===== src/rtl/wb_trace_collector_pkg.sv =====
// Shared types and field layout for the writeback trace collector.
// One buffered event is {seq, pc[23:0], data}; its header word is {seq, pc[23:0]}.
package wb_trace_collector_pkg;

  localparam int unsigned SEQ_W       = 8;
  localparam int unsigned PC_FIELD_W  = 24;
  localparam int unsigned DATA_W      = 32;
  localparam int unsigned ENTRY_W     = SEQ_W + PC_FIELD_W + DATA_W;
  localparam int unsigned HDR_PC_LSB  = 0;
  localparam int unsigned HDR_SEQ_LSB = PC_FIELD_W;

  typedef enum logic [1:0] {
    ST_IDLE = 2'd0,
    ST_HDR  = 2'd1,
    ST_DATA = 2'd2
  } trace_state_e;

  typedef struct packed {
    logic [SEQ_W-1:0]      seq;
    logic [PC_FIELD_W-1:0] pc;
    logic [DATA_W-1:0]     data;
  } trace_entry_t;

  function automatic logic [DATA_W-1:0] make_header(input trace_entry_t e);
    logic [DATA_W-1:0] hdr;
    hdr = '0;
    hdr[HDR_SEQ_LSB +: SEQ_W]     = e.seq;
    hdr[HDR_PC_LSB +: PC_FIELD_W] = e.pc;
    return hdr;
  endfunction

endpackage


===== src/rtl/wb_trace_collector_fifo.sv =====
// Synchronous event store for the trace collector: DEPTH x 64-bit entries.
// Exposes the head and the entry behind it so the streamer can chain events without a bubble.
module trace_fifo
  import wb_trace_collector_pkg::*;
#(
  parameter int unsigned DEPTH = 8
) (
  input  logic                   clk,
  input  logic                   reset,
  input  logic                   push,
  input  logic                   pop,
  input  logic [ENTRY_W-1:0]     wr_data,
  output logic [ENTRY_W-1:0]     head,
  output logic [ENTRY_W-1:0]     head_next,
  output logic [$clog2(DEPTH):0] count
);

  localparam int unsigned PTR_W = $clog2(DEPTH);
  localparam int unsigned CNT_W = PTR_W + 1;

  logic [ENTRY_W-1:0] mem_q [DEPTH];
  logic [ENTRY_W-1:0] mem_d [DEPTH];
  logic [PTR_W-1:0]   wr_ptr_q, wr_ptr_d;
  logic [PTR_W-1:0]   rd_ptr_q, rd_ptr_d;
  logic [PTR_W-1:0]   rd_ptr_nxt;
  logic [CNT_W-1:0]   count_q, count_d;

  assign rd_ptr_nxt = PTR_W'(rd_ptr_q + 1'b1);

  // Caller guarantees push only when not full and pop only when not empty.
  always_comb begin
    mem_d    = mem_q;
    wr_ptr_d = wr_ptr_q;
    rd_ptr_d = rd_ptr_q;
    count_d  = count_q;
    if (push) begin
      mem_d[wr_ptr_q] = wr_data;
      wr_ptr_d        = PTR_W'(wr_ptr_q + 1'b1);
    end
    if (pop) begin
      rd_ptr_d = rd_ptr_nxt;
    end
    if (push && !pop) begin
      count_d = CNT_W'(count_q + 1'b1);
    end else if (pop && !push) begin
      count_d = CNT_W'(count_q - 1'b1);
    end
  end

  always_ff @(posedge clk) begin
    if (reset) begin
      wr_ptr_q <= '0;
      rd_ptr_q <= '0;
      count_q  <= '0;
    end else begin
      wr_ptr_q <= wr_ptr_d;
      rd_ptr_q <= rd_ptr_d;
      count_q  <= count_d;
    end
  end

  always_ff @(posedge clk) begin
    mem_q <= mem_d;
  end

  assign head      = mem_q[rd_ptr_q];
  assign head_next = mem_q[rd_ptr_nxt];
  assign count     = count_q;

endmodule


===== src/rtl/wb_trace_collector.sv =====
// Captures processor writeback events into a FIFO and streams each one out
// as a header word {seq, pc[23:0]} followed by a data word on a valid/ready port.
module wb_trace_collector
  import wb_trace_collector_pkg::*;
#(
  parameter int unsigned DEPTH  = 8,
  parameter int unsigned DROP_W = 16
) (
  input  logic                   clk,
  input  logic                   reset,
  input  logic                   enable,
  input  logic                   RegWrite_in,
  input  logic [31:0]            WriteData_in,
  input  logic [31:0]            PC_in,
  output logic                   trace_valid,
  output logic [31:0]            trace_data,
  output logic                   trace_last,
  input  logic                   trace_ready,
  output logic [$clog2(DEPTH):0] fifo_count,
  output logic                   overflow,
  output logic [DROP_W-1:0]      drop_count
);

  localparam int unsigned CNT_W = $clog2(DEPTH) + 1;

  trace_state_e      state_q, state_d;
  logic              valid_q, valid_d;
  logic              last_q, last_d;
  logic [DATA_W-1:0] data_q, data_d;
  logic [SEQ_W-1:0]  seq_q, seq_d;
  logic              ovf_q, ovf_d;
  logic [DROP_W-1:0] drop_q, drop_d;

  logic [CNT_W-1:0]  count_c;
  logic              event_c, full_c, push_c, drop_c, pop_c, hs_c;
  trace_entry_t      push_entry_c, head_c, head_next_c;
  logic              unused_pc_hi;

  assign event_c      = enable && RegWrite_in;
  assign full_c       = (count_c == CNT_W'(DEPTH));
  assign push_c       = event_c && !full_c;
  assign drop_c       = event_c && full_c;
  assign hs_c         = valid_q && trace_ready;
  assign push_entry_c = {seq_q, PC_in[PC_FIELD_W-1:0], WriteData_in};
  assign unused_pc_hi = ^PC_in[DATA_W-1:PC_FIELD_W];

  trace_fifo #(
    .DEPTH (DEPTH)
  ) u_fifo (
    .clk       (clk),
    .reset     (reset),
    .push      (push_c),
    .pop       (pop_c),
    .wr_data   (push_entry_c),
    .head      (head_c),
    .head_next (head_next_c),
    .count     (count_c)
  );

  // Output streamer; the word for the next state is registered alongside the state.
  always_comb begin
    state_d = state_q;
    valid_d = valid_q;
    data_d  = data_q;
    last_d  = last_q;
    pop_c   = 1'b0;
    unique case (state_q)
      ST_IDLE: begin
        if (count_c != '0) begin
          state_d = ST_HDR;
          valid_d = 1'b1;
          data_d  = make_header(head_c);
          last_d  = 1'b0;
        end
      end
      ST_HDR: begin
        if (hs_c) begin
          state_d = ST_DATA;
          data_d  = head_c.data;
          last_d  = 1'b1;
        end
      end
      ST_DATA: begin
        if (hs_c) begin
          pop_c = 1'b1;
          // Next header comes from the entry behind the head, or from a same-cycle push.
          if (count_c > CNT_W'(1)) begin
            state_d = ST_HDR;
            data_d  = make_header(head_next_c);
            last_d  = 1'b0;
          end else if (push_c) begin
            state_d = ST_HDR;
            data_d  = make_header(push_entry_c);
            last_d  = 1'b0;
          end else begin
            state_d = ST_IDLE;
            valid_d = 1'b0;
            data_d  = '0;
            last_d  = 1'b0;
          end
        end
      end
      default: begin
        state_d = ST_IDLE;
        valid_d = 1'b0;
        data_d  = '0;
        last_d  = 1'b0;
      end
    endcase
  end

  // Sequence number and drop bookkeeping.
  always_comb begin
    seq_d  = seq_q;
    ovf_d  = ovf_q;
    drop_d = drop_q;
    if (push_c) begin
      seq_d = SEQ_W'(seq_q + 1'b1);
    end
    if (drop_c) begin
      ovf_d = 1'b1;
      if (drop_q != '1) begin
        drop_d = DROP_W'(drop_q + 1'b1);
      end
    end
  end

  always_ff @(posedge clk) begin
    if (reset) begin
      state_q <= ST_IDLE;
      valid_q <= 1'b0;
      data_q  <= '0;
      last_q  <= 1'b0;
      seq_q   <= '0;
      ovf_q   <= 1'b0;
      drop_q  <= '0;
    end else begin
      state_q <= state_d;
      valid_q <= valid_d;
      data_q  <= data_d;
      last_q  <= last_d;
      seq_q   <= seq_d;
      ovf_q   <= ovf_d;
      drop_q  <= drop_d;
    end
  end

  assign trace_valid = valid_q;
  assign trace_data  = data_q;
  assign trace_last  = last_q;
  assign fifo_count  = count_c;
  assign overflow    = ovf_q;
  assign drop_count  = drop_q;

endmodule

===== config.mk =====
export PLATFORM = sky130hd
export DESIGN_NAME = wb_trace_collector
export DESIGN_NICKNAME = d
export VERILOG_FILES = /design/src/rtl/wb_trace_collector_pkg.sv /design/src/rtl/wb_trace_collector_fifo.sv /design/src/rtl/wb_trace_collector.sv
export SDC_FILE = /design/constraint.sdc
export NUM_CORES = 1
export LEC_CHECK = 0
export ABC_AREA = 1
export CAP_MARGIN = 40
export CORE_MARGIN = 2
export CORE_UTILIZATION = 50
export DETAILED_ROUTE_END_ITERATION = 7
export DONT_BUFFER_PORTS = 1
export PLACE_DENSITY_LB_ADDON = 0.05
export SYNTH_ARGS = -nofsm -noshare
export SYNTH_HDL_FRONTEND = slang
export SYNTH_SLANG_ARGS = --single-unit
export TNS_END_PERCENT = 10

===== constraint.sdc =====
create_clock -name clk -period 6.31 [get_ports clk]
set_clock_uncertainty 0.15 [all_clocks]
set_input_delay 0.631 -clock clk [delete_from_list [all_inputs] [get_ports clk]]
set_output_delay 0.631 -clock clk [all_outputs]
set_load 0.01 [all_outputs]

==> results of run 1 <==
==> power groups by stage <==
stage,combinational [mW],clock [mW],sequential [mW]
floorplan,0.601,0,4.53
global placement,0.916,0,4.57
detailed placement,0.935,0,4.57
CTS,1.01,3.57,4.48
global route,1.11,3.73,4.50
finish,1.01,3.50,4.48
==> cell usage in the layout, fill, tap and decap left out, types with 10 or more instances in the layout <==
cell / count
o21ai_0: 86
nor3_1: 14
a21oi_1: 64
nor2_1: 217
clkbuf_16: 61
clkinv_1: 10
nand3_1: 501
inv_1: 103
clkbuf_1: 12
nand2_1: 1103
dlygate4sd3_1: 58
edfxtp_1: 512
buf_4: 27
clkbuf_8: 10
dfxtp_1: 68
clkinv_2: 18
==> registers in the layout, summed over array words and instances, names as in the netlist <==
signal / flops
drop_count: 16
overflow: 1
seq_q: 8
state_q: 2
trace_data: 32
trace_last: 1
trace_valid: 1
u_fifo.count: 4
u_fifo.mem_q: 512
u_fifo.rd_ptr_q: 3
u_fifo.wr_ptr_q: 3
==> how the worst min path moves through the flow <==
stage                               to          startpoint  slack, ns  cells after the start
floorplan           u_fifo.wr_ptr_q[0]  u_fifo.wr_ptr_q[0]       0.31                      2
global placement    u_fifo.wr_ptr_q[0]  u_fifo.wr_ptr_q[0]       0.33                      2
detailed placement          trace_last          trace_last       0.34                      2
CTS                         state_q[1]         trace_ready       0.05                      2
global route                trace_last         trace_ready       0.08                      2
finish                      state_q[1]         trace_ready        0.1                      2
==> stage by stage <==
step,cell area (um2),std cells,total power [mW],worst slack [ns],util
floorplan,26700,2897,5.13,1.76,-
global placement,27000,3439,5.48,2.55,0.512
CTS,29800,3620,9.07,2.89,0.565
detailed placement,27200,3448,5.50,2.87,0.516
global route,29800,3621,9.33,2.72,0.565
finish,29800,3623,9.00,2.95,0.565
==> worst register-to-register path, delay by kind of cell, from the launching register on <==
kind / cells / cell delay, ns
AO/OA/AOI/OAI: 1 / 0.15
buffers and inverters: 2 / 1.48
flip-flops: 1 / 0.65
AND/OR/NAND/NOR: 7 / 0.86
==> timing repair <==
item,CTS,global route
hold buffers,59,0
gates resized for setup,0,0
endpoints found under the setup margin,0,0
endpoints found under the hold margin,491,0
==> per-layer routing <==
| layer | global-route usage | wire length [um] |
|---|---|---|
| met4 | 0.0834 | 1920 |
| met1 | 0.355 | 31000 |
| met5 | 0 | 22 |
| met3 | 0.0474 | 5640 |
| met2 | 0.424 | 34100 |
==> cell families after synthesis <==
kind of cell	share of synthesized area
simple gates	0.286
xor+xnor	0.00197
buf+inv	0.0502
flops	0.628
compound gates	0.0294
fa+ha+maj	0.00421
==> final cells by class <==
class                      instances  share of cell area
antenna                            3            0.000252
clock inverter                    30             0.00802
inverter                         111              0.0144
tap                              688              0.0289
multi-input combinational       2027               0.291
sequential                       583               0.564
timing repair buffer              98              0.0365
clock buffer                      83              0.0573
==> run metrics, run 1 <==
Worst EP arrival ~3.8 ns; chip width 235 um; CP endpoint trace_data[0]; final wirelength about 73,000 um; Seq/Total Area, Yosys 0.628; Crit Path Class register to register; CP Data Required Time between 6 and 7 ns; critical path's slowest cell buf_4; Buf/Inv on CP 2; Reg clk slew, reported paths approximately 0.060 ns; Synth Cell Area roughly 27,000 um2; worst-path maximum fanout 88; worst skew pair latency approximately 0.62 ns; worst-path cell chain buf_4 > buf_4 > nand2_1 > nand3_1 > nand3_1 > nand3_1 > nand2_1 > nand3_1 > nand2_1 > a21oi_1; largest cells by area after synthesis edfxtp_1 (57%), nand2_1 (15%), nand3_1 (9.4%); residual DRC count 0; CTS Buf Count 61; Leak roughly 11 nW; Reg-to-Reg End trace_data[0]; Logic pwr share 0.113; clk sink count 583; Total Neg Setup Slack 0 ns; die height about 240 um; Setup-failing EPs final 0; area of the multi-input gates around 8700 um2; Total Nets Final about 3,000; Synth async-reset ratio 0; post-DP HPWL 38,400 um; #FFs+latches synth a little under 600; Net Switching roughly 2.4 mW; core area ~53,000 um2; Synth-to-Final Area Change 11.5%; Rows 84; Post-synth EDFFs 512; Flop pwr share 0.498; post-CTS setup buffers 0; RSZ-0062 raised after global routing false; Max H-tree Level 2; top-area cell type share of the netlist area 0.575; Worst R2R Setup Slack ~3.0 ns; Ports 124; switching part of the total 0.262; Hold Crit Class primary input to register; Pre-antenna DRT Iters 6; final hold slack roughly 0.096 ns; first-pass GRT wire length about 110,000 um; top cell type by total area after synthesis edfxtp_1; antenna viol nets, final 0; Reg2Reg Depth 10; DR iter-0 viols approximately 1,700; number of antenna violations at the first check in global routing 5; critical path startpoint category register; die area approximately 55,000 um2; status completed; Cells after Synth between 2,000 and 3,000; Critical Path Source u_fifo.rd_ptr_q[0]; CTS tree done; ys flop type edfxtp_1; # fillers around 4,600; PwrDens roughly 300 nW/um2; Worst-Margin Slew 0.985 ns; cell-internal power between 6 and 7 mW; Synth cell types 32; Final Max Slew Viols 0; share of cells above drive strength 1 0.0542; GR Overflow Total 0; FF/Latch Area 16,800 um2; syn_nets ~3,000; Fin. Hold Viols 0; critical path depth in cells 10; fin crit share 0.532; vias per cell around 5.6; Clock Tree Root clkbuf_16; Synth top cells by count nand2_1 (1,103), edfxtp_1 (512), nand3_1 (501); GR Util All Layers 0.260; MaxCap Viol Count 0; WL/cell 20.1 um; synthesis warning total 0; vias between 20,000 and 25,000; Mean Syn Cell Area 9.23 um2; most common cell in the netlist nand2_1; most frequent CP cell nand3_1; Tmin final 3.36 ns; GP Congestion roughly 0.8; vias in the first global route 18,900; Max Root-Sink Buffers 3; critical path capture point type register; Clock Power Share 0.390; IO buf count 0; Max Clock Freq roughly 300 MHz; worst r2r src u_fifo.rd_ptr_q[0]; Initial Util 0.507; slew margin rel. 0.343; largest delay contributor family on the critical path buffers and inverters; largest net degree at the start of global routing roughly 210; worst stage delay on the critical path between 0.7 and 0.8 ns; worst vdd ir roughly 0.24 mV
Power figures use the tool's default switching activity.
==> run 2: changes to the inputs <==
Clock period 6.31 ns to 3.3 ns, I/O delays scaled along.
==> run 2 against run 1 <==
Against the previous run:
- the flow now finishes with violations (antenna violations)
- worst hold slack got worse by 0.070 ns
- via count grew 1.1%
- setup slack worse by 2.5 ns
- critical path type unchanged
==> run metrics, run 2 (synthesis gave the netlist of run 1 again) <==
WL/cell 20.0 um (was 20.1 um); Initial Util 0.507 (unchanged); Flop pwr share 0.486 (was 0.498); Tmin final 2.90 ns (was 3.36 ns); Crit Path Class register to register (unchanged); Reg clk slew, reported paths 0.06 ns (about the same); vias 20,300 (was 20,100); vias in the first global route 19,100 (was 18,900); CTS tree done (unchanged); number of antenna violations at the first check in global routing 5 (unchanged); hold-critical path depth 6 (was 2); Clock Power Share 0.403 (was 0.390); largest net degree at the start of global routing 146 (was 213); Fin. Hold Viols 0 (unchanged); post-DP HPWL 38,700 um (was 38,400 um); final wirelength 73,200 um (was 72,800 um); GR Util All Layers 0.263 (was 0.260); Pre-antenna DRT Iters 6 (unchanged); Biggest register u_fifo.mem_q (unchanged); CTS Buf Count 67 (was 61); Ports 124 (unchanged); Finished Layout Cells 3,652 (was 3,623); die height 235 um (unchanged); Total Nets Final 2,983 (was 2,960); GP Congestion 0.858 (was 0.812); Worst R2R Setup Slack 0.40 ns (was 2.95 ns); Post-Place Cell Area 27,400 um2 (was 27,200 um2); placed cells 3,462 (was 3,448); share of cells above drive strength 1 0.0575 (was 0.0542); status finished with violations (was completed); first-pass GRT wire length 111,000 um (was 110,000 um); leading cell type in the layout, fill and taps excluded nand2_1 (unchanged); CP Data Required Time 3.68 ns (was 6.71 ns); cell-internal power 13.1 mW (was 6.64 mW); die area 55,400 um2 (unchanged); Post-Layout Inst Area 30,200 um2 (was 29,800 um2); Net Switching 4.55 mW (was 2.35 mW); commonest cells after routing, fill and taps aside nand2_1 (1,103), edfxtp_1 (512), nand3_1 (501) (unchanged); Worst-Margin Slew 0.860 ns (was 0.985 ns); Leak 11.6 nW (was 11.4 nW); worst-path maximum fanout 19 (was 88); vias per cell 5.57 (was 5.55); worst vdd ir 0.485 mV (was 0.239 mV); failing checks antenna violations; number of flip-flops in the largest register 512 (unchanged); Reg2Reg Depth 9 (was 10); worst skew pair latency 0.59 ns (was 0.62 ns); Max Clock Freq 345 MHz (was 298 MHz); Worst EP arrival 3.28 ns (was 3.75 ns); slew margin rel. 0.426 (was 0.343); Setup-failing EPs final 0 (unchanged); antenna viol nets, final 1 (was 0); residual DRC count 0 (unchanged); Final Max Slew Viols 0 (unchanged); chip width 235 um (unchanged); MaxCap Viol Count 0 (unchanged); RSZ-0062 raised after global routing false (unchanged); critical path startpoint category register (unchanged); # fillers 4,508 (was 4,590); Power, Total 17.6 mW (was 9.00 mW); DR iter-0 viols 1,755 (was 1,685); Clock Tree Root clkbuf_16 (unchanged); GR Overflow Total 0 (unchanged); IO buf count 0 (unchanged); Max H-tree Level 3 (was 2); switching part of the total 0.258 (was 0.262); Logic pwr share 0.111 (was 0.113); fin crit share 0.878 (was 0.532); Synth-to-Final Area Change 12.9% (was 11.5%); Max Root-Sink Buffers 3 (unchanged); post-cts gate resize count 0 (unchanged); core area 52,800 um2 (unchanged); critical path capture point type register (unchanged); Hold Crit Class primary input to register (unchanged); PwrDens 584 nW/um2 (was 302 nW/um2); Rows 84 (unchanged); clk sink count 583 (unchanged)
-- run 2: cell count changes in the layout (fill, tap and decap cells not counted), sizes merged --
cell,before,now
inv,108,110
dlygate4sd3,58,61
clkinv,29,12
buf,40,54
clkbuf,83,107
diode,3,9
bufinv,4,1
-- run 2: what timing repair did --
item                                   CTS  global route
hold buffers                            62             0
setup buffers                            0             0
endpoints found under the hold margin  495             0
setup endpoints to repair                0             0
-- run 2: path summary, 6_finish.rpt --
check	to	start
max	drop_count[15]	u_fifo.count[0]
min reg2reg	u_fifo.wr_ptr_q[0]	u_fifo.wr_ptr_q[0]
min	trace_data[1]	PC_in[1]
max reg2reg	drop_count[15]	u_fifo.count[0]
-- run 2: through the flow --
stage          hold WS [ns]   util  TNS, ns  setup slack, ns
3_5_place_dp          0.258  0.520        0            0.483
5_1_grt              0.0611  0.572        0            0.275
3_3_place_gp          0.256  0.519        0            0.540
6_report             0.0259  0.573        0            0.403
2_1_floorplan         0.279      -   -81.65           -0.221
4_1_cts             0.00740  0.572        0            0.468
-- run 2: power groups by stage --
stage | Sequential [mW] | Clock (mW) | Combinational (mW)
floorplan | 8.65 | 0 | 1.15
global placement | 8.71 | 0 | 1.79
finish | 8.56 | 7.11 | 1.96
global route | 8.59 | 7.54 | 2.15
detailed placement | 8.72 | 0 | 1.81
CTS | 8.56 | 7.23 | 1.96
-- run 2: layout make-up --
class                   instances  area, um2  area share
flip-flops and latches        583      16800       0.556
multi-input cells            2027       8670       0.287
clock buffers                 107       2020      0.0669
repair buffers                115       1310      0.0432
well taps                     688        861      0.0285
inverters                     111        429      0.0142
clock inverters                12       87.6     0.00290
diodes                          9       22.5    0.000746
-- run 2: worst max-delay path, stage by stage (launching register included) --
cell	delay [ns]
dfxtp_1	0.39
inv_1	0.16
ha_1	0.22
nand3_2	0.13
nor2_1	0.40
nand2_2	0.34
inv_1	0.27
nand2_1	0.08
a21oi_1	0.13
dlygate4sd3_1	0.57
-- run 2: routing by layer --
layer / vias up / global-route usage / share of wire
li1: 9739 / - / -
met1: 9704 / 0.359 / 0.44
met4: 2 / 0.0855 / 0.027
met2: 728 / 0.421 / 0.46
met5: - / 0 / 0.00018
met3: 166 / 0.0556 / 0.076
